==> src/rtl/pool_pkg.sv <==
// pool_pkg: shared acc_src encodings, counter sizing helper and parameter legality check
package pool_pkg;
   typedef enum logic [1:0] {
      SRC_LOAD    = 2'b00,
      SRC_LB      = 2'b01,
      SRC_ACC     = 2'b10,
      SRC_DISCARD = 2'b11
   } acc_src_t;
   function automatic int cw(input int n);
      return (n > 1) ? $clog2(n) : 1;
   endfunction
   function automatic bit pool_legal(input int w, input int h, input int p);
      return (p >= 2) && (w >= p) && (h >= p);
   endfunction
endpackage

==> src/rtl/wrap_counter.sv <==
// wrap_counter: modulo-MOD counter with enable, sync clear and wrap flag
//   i_rst_n async active-low reset, i_clr sync clear (wins over i_en),
//   i_en advance, o_cnt current count, o_wrap = i_en at count MOD-1
module wrap_counter
   import pool_pkg::*;
#(
   parameter int MOD = 2,
   parameter int W   = cw(MOD)
) (
   input  logic         clk,
   input  logic         i_rst_n,
   input  logic         i_clr,
   input  logic         i_en,
   output logic [W-1:0] o_cnt,
   output logic         o_wrap
);
   logic [W-1:0] r_cnt;
   assign o_wrap = i_en && (r_cnt == W'(MOD - 1));
   assign o_cnt  = r_cnt;
   always_ff @(posedge clk or negedge i_rst_n)
      if (!i_rst_n) r_cnt <= '0;
      else if (i_clr) r_cnt <= '0;
      else if (i_en) r_cnt <= o_wrap ? '0 : r_cnt + W'(1);
endmodule

==> src/rtl/pool_control_gen.sv <==
// pool_control_gen: raster-order pooling window controller
//   in_valid/in_ready  pixel handshake, stalled only while a result waits on out_ready
//   ctl_valid/acc_src/lb_push  per-pixel control, one cycle after acceptance
//   out_valid/out_ready/out_col/out_row  window result handshake and coordinates
//   avg_mode  avg_mode_in latched on each frame's first pixel; frame_done last-pixel pulse
//   master_rst_n async reset; frame_abort sync soft clear that drops a coincident pixel
module pool_control_gen
   import pool_pkg::*;
#(
   parameter int IMG_W = 26,
   parameter int IMG_H = 26,
   parameter int POOL  = 2,
   localparam int OCW  = cw(IMG_W / POOL),
   localparam int ORW  = cw(IMG_H / POOL)
) (
   input  logic           clk,
   input  logic           master_rst_n,
   input  logic           frame_abort,
   input  logic           in_valid,
   output logic           in_ready,
   input  logic           avg_mode_in,
   output logic           ctl_valid,
   output logic [1:0]     acc_src,
   output logic           lb_push,
   output logic           out_valid,
   input  logic           out_ready,
   output logic [OCW-1:0] out_col,
   output logic [ORW-1:0] out_row,
   output logic           avg_mode,
   output logic           frame_done
);
   // orow also spans a trailing partial window row, whose pixels are cropped
   localparam int OROWS = (IMG_H + POOL - 1) / POOL;
   localparam int XLIM  = (IMG_W / POOL) * POOL;
   localparam int YLIM  = IMG_H / POOL;
   localparam int LASTW = IMG_H - 1 - (OROWS - 1) * POOL;
   localparam int CW_C  = cw(IMG_W);
   localparam int CW_W  = cw(POOL);
   localparam int CW_R  = cw(OROWS);

   if (!pool_legal(IMG_W, IMG_H, POOL)) begin : g_illegal
      $error("pool_control_gen: illegal IMG_W/IMG_H/POOL combination");
   end

   logic [CW_C-1:0] w_col;
   logic [CW_W-1:0] w_wrow;
   logic [CW_R-1:0] w_orow;
   logic [CW_W-1:0] w_c;
   logic            w_col_wrap, w_wrow_wrap, w_orow_wrap;
   logic            w_acc, w_last, w_clr, w_crop, w_clast, w_wlast, w_first;
   acc_src_t        w_src;

   acc_src_t        r_src;
   logic            r_ctl_valid, r_lb_push, r_out_valid, r_avg_mode, r_frame_done;
   logic [OCW-1:0]  r_out_col;
   logic [ORW-1:0]  r_out_row;

   assign in_ready = !(r_out_valid && !out_ready);
   assign w_acc    = in_valid && in_ready && !frame_abort;
   assign w_last   = (w_col == CW_C'(IMG_W - 1)) && (w_orow == CW_R'(OROWS - 1)) &&
                     (w_wrow == CW_W'(LASTW));
   // an orow wrap can only coincide with the frame's last pixel, so it is a safe extra clear term
   assign w_clr    = frame_abort || (w_acc && w_last) || w_orow_wrap;
   assign w_c      = CW_W'(int'(w_col) % POOL);
   assign w_crop   = (int'(w_col) >= XLIM) || (int'(w_orow) >= YLIM);
   assign w_clast  = !w_crop && (w_c == CW_W'(POOL - 1));
   assign w_wlast  = w_wrow == CW_W'(POOL - 1);
   assign w_first  = (w_col == '0) && (w_wrow == '0) && (w_orow == '0);
   assign w_src    = w_crop ? SRC_DISCARD : (w_c != '0) ? SRC_ACC :
                     (w_wrow == '0) ? SRC_LOAD : SRC_LB;

   wrap_counter #(.MOD(IMG_W)) u_col (
      .clk(clk), .i_rst_n(master_rst_n), .i_clr(w_clr), .i_en(w_acc),
      .o_cnt(w_col), .o_wrap(w_col_wrap)
   );
   wrap_counter #(.MOD(POOL)) u_wrow (
      .clk(clk), .i_rst_n(master_rst_n), .i_clr(w_clr), .i_en(w_col_wrap),
      .o_cnt(w_wrow), .o_wrap(w_wrow_wrap)
   );
   wrap_counter #(.MOD(OROWS)) u_orow (
      .clk(clk), .i_rst_n(master_rst_n), .i_clr(w_clr), .i_en(w_wrow_wrap),
      .o_cnt(w_orow), .o_wrap(w_orow_wrap)
   );

   always_ff @(posedge clk or negedge master_rst_n)
      if (!master_rst_n) begin
         r_ctl_valid  <= 1'b0;
         r_src        <= SRC_LOAD;
         r_lb_push    <= 1'b0;
         r_out_valid  <= 1'b0;
         r_out_col    <= '0;
         r_out_row    <= '0;
         r_avg_mode   <= 1'b0;
         r_frame_done <= 1'b0;
      end else begin
         r_ctl_valid  <= w_acc;
         r_lb_push    <= w_acc && w_clast && !w_wlast;
         r_frame_done <= w_acc && w_last;
         if (w_acc) r_src <= w_src;
         if (w_acc && w_first) r_avg_mode <= avg_mode_in;
         // a new result may load in the same cycle the previous one is taken
         if (frame_abort) r_out_valid <= 1'b0;
         else if (w_acc && w_clast && w_wlast) begin
            r_out_valid <= 1'b1;
            r_out_col   <= OCW'(int'(w_col) / POOL);
            r_out_row   <= ORW'(w_orow);
         end else if (out_ready) r_out_valid <= 1'b0;
      end

   assign ctl_valid  = r_ctl_valid;
   assign acc_src    = r_src;
   assign lb_push    = r_lb_push;
   assign out_valid  = r_out_valid;
   assign out_col    = r_out_col;
   assign out_row    = r_out_row;
   assign avg_mode   = r_avg_mode;
   assign frame_done = r_frame_done;
endmodule

==> config.mk <==
export PLATFORM = sky130hd
export DESIGN_NAME = pool_control_gen
export DESIGN_NICKNAME = d
export VERILOG_FILES = /design/src/rtl/pool_pkg.sv /design/src/rtl/wrap_counter.sv /design/src/rtl/pool_control_gen.sv
export SDC_FILE = /design/constraint.sdc
export NUM_CORES = 1
export LEC_CHECK = 0
export BUFFER_PORTS_ARGS = -buffer_cell sky130_fd_sc_hd__buf_2
export CORE_MARGIN = 4
export CORE_UTILIZATION = 46
export DETAILED_ROUTE_END_ITERATION = 8
export GPL_TIMING_DRIVEN = 1
export PLACE_DENSITY = 0.68
export SETUP_SLACK_MARGIN = 0.2
export SYNTH_ARGS = -nofsm -noshare
export SYNTH_HDL_FRONTEND = slang
export SYNTH_HIERARCHICAL = 1
export SYNTH_SLANG_ARGS = --single-unit
==> constraint.sdc <==
create_clock -name clk -period 3.2 [get_ports clk]
set_clock_uncertainty 0.15 [all_clocks]
set_input_delay 0.32 -clock clk [delete_from_list [all_inputs] [get_ports clk]]
set_output_delay 0.32 -clock clk [all_outputs]
set_load 0.05 [all_outputs]
==> results.toml, run 1 <==
[outcome]
outcome = "finished clean"

[grt]
grt_use_total_pct = 14.30
antenna_found_initial = 0
grt_pass1_vias = 838
overflow = 0
grt_max_degree = 26
grt_pass1_wl_um = 3815

[critical_path]
path_buf_inv = 1
worst_setup_path_start_kind = "register"
reg2reg_to = "u_col/o_cnt[1]"
r2r-start = "u_col/o_cnt[0]"
r2r_setup_slack_ps = 540
path_class = "reg -> reg"
critPathMaxStageDelay_ps = 530
path_max_fanout = 10
startpoint = "u_col/o_cnt[0]"
cp_data_required_time_ps = 3270
critPathTopFamily = "simple AND/OR/NAND/NOR gates"
worst-path-stages = 11
cp_cell_sequence = "ha_1 > and4b_1 > and2_2 > and2_2 > nand2_1 > nor2_1 > nor2_1 > o41ai_1 > buf_4 > or3b_1 > o32ai_1"
crit_slowest_cell = "dfrtp_1"
rr_worst_depth = 11
cp-endpoint = "u_col/o_cnt[1]"
end_kind = "register"
arrival_ps = 2730

[detailed_routing]
routed_wl_um = 2253
dr.pass1.iters = 4
wl_per_cell_um = 13.99
via_per_inst = 5.416
route.vias.total = 872
drtAntennaViolNets = 0
drc_errors = 0
drtIter0Drc = 16

[final_layout]
areaGrowthSynthToFinish_pct = 15.19
layout-drive-gt1-share_pct = 31.30
multiInputGateArea_um2 = 530.5
nFillCells = 216
register_area_um2 = 626.9
nNetsFinal = 142
n_antenna_cell = 0
design_area_mm2 = 0.001366

[pwr]
irDropWorstVdd_v = 0.0002292
p_leak_nw = 0.6801
powerDensity_mw_per_mm2 = 391.1

[timing]
fmax_ghz = 0.3766
grt_setup_unrepaired = "false"
slew_violations = 0
setup_viol = 0
finalHoldViolCount = 0
finalCritPeriodShare_pct = 82.98
slew_headroom_pct = 63.63
layout_min_cycle_time_ps = 2655
tightestPinTransition_ps = 545.6
setup_tns_ps = 0

[die]
die_w_um = 58.78
start_util_pct = 47.88
rows = 18
die_area_mm2 = 0.003455
die_h_um = 58.78
core-area_mm2 = 0.002477
ios = 22

[clock_network]
cts_buffers = 3
clock-sinks = 25
htreeDepth = 1
ctsHoldBuffers = 1
postCtsSetupBuffers = 0
cts_root_buf = "clkbuf_4"
clk_path_buf_depth = 2
cts_tree = "yes"
ctsResizeCount = 0
clkTransAtPathRegs_ps = 130
clk_latency_ps = 310

[synthesis]
yosysWarnings = 6
ys_ff_latch = 25
synth_cells = 105
yosys-top-cells-area = "dfrtp_1 53%, mux2_2 7.6%, ha_1 4.2%"
synth_cell_types = 35
syn_avg_cell_area_um2 = 11.30
yosysSeqAreaShare_pct = 52.74
netlist.area_leader.share_pct = 52.74
syn_area_mm2 = 0.001186
syn_nets = 115
yosys.area.top_type = "dfrtp_1"

[worst_hold_path]
min_path_type = "in -> reg"
min_path_cells = 2

[place]
place_area_mm2 = 0.001330
place_hpwl_um = 1648
place.gp.congestion = 0.8565
port_buffers = 21

[run]
max_cap_violations = 0
-- per-stage QoR --
stage | util (%) | power, W | setup WS, ps | instances | hold slack, ps
global placement | 53.69 | 0.0003985 | 682.0 | 156 | 185.3
floorplan | - | 0.0003790 | 362.6 | 105 | -125.6
detailed placement | 53.69 | 0.0004007 | 594.9 | 156 | 187.0
CTS | 55.15 | 0.0005405 | 552.7 | 161 | 48.39
global route | 55.15 | 0.0005591 | 384.2 | 161 | 51.91
finish | 55.15 | 0.0005344 | 544.8 | 161 | 55.71
-- worst reg2reg max path: stages (launching register included) --
cell	delay, ps
dfrtp_1	530
ha_1	260
and4b_1	210
and2_2	210
and2_2	200
nand2_1	120
nor2_1	60
nor2_1	80
o41ai_1	80
buf_4	170
or3b_1	370
o32ai_1	120
-- registers in the layout, summed over array words and instances, names as in the netlist, 2 cells and up --
name,cells
acc_src,2
out_col,4
out_row,4
u_col/o_cnt,5
u_orow/o_cnt,4
-- cell usage after synthesis --
master    number
or3b_1         1
o22a_1         1
mux2_1         1
and2_2         2
nand4_4        1
nand3_1        3
ha_1           4
o41ai_1        1
mux2i_1        1
o22ai_1        1
nand4_1        3
xor2_1         3
nand2b_2       1
nand2b_1       1
or3_1          1
mux2_2         8
a21oi_1        5
nand2_1        8
inv_1          3
dfrtp_1       25
o21ai_0        2
a21o_1         1
xnor2_1        1
nor4_2         1
nor4_1         1
nor2_1        13
a31oi_1        2
or2b_1         1
buf_4          2
or4_1          1
nor3_1         1
and3b_1        1
o32ai_1        1
inv_2          1
and4b_1        2
-- final cells by class --
cell class | count | share of cell area (%)
tap | 30 | 2.747
inverter | 4 | 1.099
sequential | 25 | 45.88
multi-input combinational | 74 | 38.83
timing repair buffer | 24 | 9.524
clock buffer | 4 | 1.923
-- power breakdown --
part | total (W) | leakage [nW] | switching (W) | internal (W)
combinational | 0.0000636 | 0.326 | 0.0000457 | 0.0000179
clock | 0.000140 | 0.0150 | 0.0000917 | 0.0000487
sequential | 0.000330 | 0.339 | 0.00000641 | 0.000324
-- routing by layer --
layer,track usage [%],part of all wire (%),vias up
met2,21.45,44,33
met4,4.207,0,0
met5,0,0,-
met3,2.412,7.7,0
met1,21.18,48,414
li1,-,-,425
-- cells in the final DEF (no fill, tap or decap), types with 2 or more instances in the layout --
cell / netlist / routed
dfrtp_1: 25 / 24
buf_2: 0 / 21
nor2_1: 13 / 13
nand2_1: 8 / 8
mux2_2: 8 / 8
a21oi_1: 5 / 5
ha_1: 4 / 4
nand3_1: 3 / 3
nand4_1: 3 / 3
inv_1: 3 / 3
clkbuf_4: 0 / 3
xor2_1: 3 / 3
and4b_1: 2 / 2
a31oi_1: 2 / 2
o21ai_0: 2 / 2
buf_4: 2 / 2
and2_2: 2 / 2
-- kinds of logic (layout without fill, tap and decap cells) --
family                     after synthesis  count (layout)  synth area share (%)
AOI/OAI and AO/OA                       14              14                 7.384
xor gates and xnor gates                 4               4                 2.954
adders and majority gates                4               4                 4.220
buffers and inverters                    6              32                 2.531
DFF                                     25              25                 52.74
muxes                                   10              10                 9.388
and+or+nand+nor                         42              42                 20.78
-- how the worst min path moves through the flow --
stage / start / endpoint / slack (ps)
after floorplan: master_rst_n / acc_src[0] / -130
after global placement: master_rst_n / u_orow/o_cnt[3] / 190
after detailed placement: master_rst_n / ctl_valid / 190
after CTS: frame_abort / out_valid / 50
after global routing: avg_mode_in / avg_mode / 50
final: frame_abort / out_valid / 60
(Power assumes the default switching activity.)
==> run 2: changes to the inputs <==
clock period = 2.6 ns   (was 3.2 ns; I/O delays follow)
==> results.toml, run 2 (synthesized netlist as in run 1, its figures left out) <==
[clock_network]
clock-sinks = 25
clk_latency_ps = 310
clk_path_buf_depth = 2
cts_root_buf = "clkbuf_4"
htreeDepth = 1
cts_buffers = 3
clkTransAtPathRegs_ps = 130
cts_tree = "yes"

[pwr]
irDropWorstVdd_v = 0.0003582
p_leak_nw = 0.7207
powerDensity_mw_per_mm2 = 456.5

[worst_hold_path]
min_path_type = "in -> reg"

[final_layout]
areaGrowthSynthToFinish_pct = 22.79
register_area_um2 = 626.9
n_antenna_cell = 0
layout-drive-gt1-share_pct = 35.04
largest_reg_flops = 5
layout_common_cells = "24 x dfrtp_1, 21 x buf_2, 12 x nor2_1"
finalCoreUtilization_pct = 58.79
multiInputGateArea_um2 = 578.1
final_common_cell = "dfrtp_1"
nFillCells = 227
nNetsFinal = 148

[grt]
grt_use_total_pct = 15.13
grt_pass1_wl_um = 3988
grt_pass1_vias = 834
grt_max_degree = 26
antenna_found_initial = 0
overflow = 0

[timing]
fmax_ghz = 0.4339
layout_min_cycle_time_ps = 2305
grt_setup_unrepaired = "false"
setup_viol = 0
tightestPinTransition_ps = 578.7
setup_tns_ps = 0
finalHoldViolCount = 0
fin_ws_ps = 295.1
timing.hold.ws_ps = 75.70
finalCritPeriodShare_pct = 88.65
slew_headroom_pct = 61.00
slew_violations = 0

[detailed_routing]
routed_wl_um = 2481
drtAntennaViolNets = 0
drc_errors = 0
wl_per_cell_um = 14.86
dr.pass1.iters = 4
via_per_inst = 5.497
route.vias.total = 918
drtIter0Drc = 65

[critical_path]
arrival_ps = 2380
worst_setup_path_start_kind = "register"
cp_data_required_time_ps = 2670
cp_common_cell = "and2_4"
path_max_fanout = 5
cp_cell_sequence = "ha_1 > and4b_1 > and2_4 > and2_4 > nand2_2 > nor2_1 > nor2_2 > o41ai_4 > or3b_1 > o32ai_1"
path_class = "reg -> reg"
path_buf_inv = 0
critPathTopFamily = "simple AND/OR/NAND/NOR gates"
end_kind = "register"
critPathMaxStageDelay_ps = 410
crit_slowest_cell = "dfrtp_1"

[die]
start_util_pct = 47.88
die_h_um = 58.78
die_w_um = 58.78
ios = 22
die_area_mm2 = 0.003455
rows = 18
core-area_mm2 = 0.002477

[place]
port_buffers = 21
place.gp.congestion = 0.7806
pre_cts_ws_ps = 212.3
place_hpwl_um = 1735

[run]
max_cap_violations = 0

[outcome]
outcome = "finished clean"
run 2: tightest hold or removal path: cells and delay by family:
kind / cells / cell delay, ps
AO/OA/AOI/OAI: 1 / 60
AND/OR/NAND/NOR: 1 / 110
buffers and inverters: 1 / 80
run 2: report_power, final:
group / switching (W) / leakage, nW / total (W) / internal, W
sequential: 0.00000416 / 0.339 / 0.000403 / 0.000399
combinational: 0.0000630 / 0.366 / 0.0000911 / 0.0000282
clock: 0.000111 / 0.0150 / 0.000171 / 0.0000599
run 2: what timing repair did:
item / CTS / global route
endpoints found under the setup margin: 1 / 5
buffers inserted: 1 / 0
resized for setup: 0 / 1
cloned: 0 / 1
hold endpoints to repair: 27 / 0
hold buffers: 3 / 0
pin swaps: 0 / 2
run 2: path summary, 6_finish.rpt:
path,depth (start not counted),endpoint,start,slack (ps)
min in group asynchronous,2,lb_push,master_rst_n,300
max reg2reg,10,u_col/o_cnt[1],u_col/o_cnt[0],300
min,3,out_valid,out_ready,80
max in group asynchronous,2,out_valid,master_rst_n,1610
min reg2reg,1,avg_mode,avg_mode,360
max,10,u_col/o_cnt[1],u_col/o_cnt[0],300
run 2: per-stage QoR:
step	total power [W]	instances	area [um2]
6_report	0.0006648	167	1456
5_1_grt	0.0006964	167	1456
4_1_cts	0.0006736	166	1438
3_5_place_dp	0.0004962	158	1374
3_3_place_gp	0.0004948	158	1374
2_1_floorplan	0.0004698	105	1224
run 2: metal layers:
metal	part of all wire [%]	vias to the layer above	global-route usage [%]	routed length, um
li1	-	439	-	-
met1	43	431	21.46	1070
met2	47	44	23.03	1173
met3	8.6	4	3.070	213
met4	0.93	0	5.178	23
met5	0	-	0	0
run 2: final cells by class:
type                       instances  area share, %
timing repair buffer              29          11.86
multi-input combinational         75          39.69
clock buffer                       4          1.804
inverter                           4          1.031
tap                               30          2.577
sequential                        25          43.04
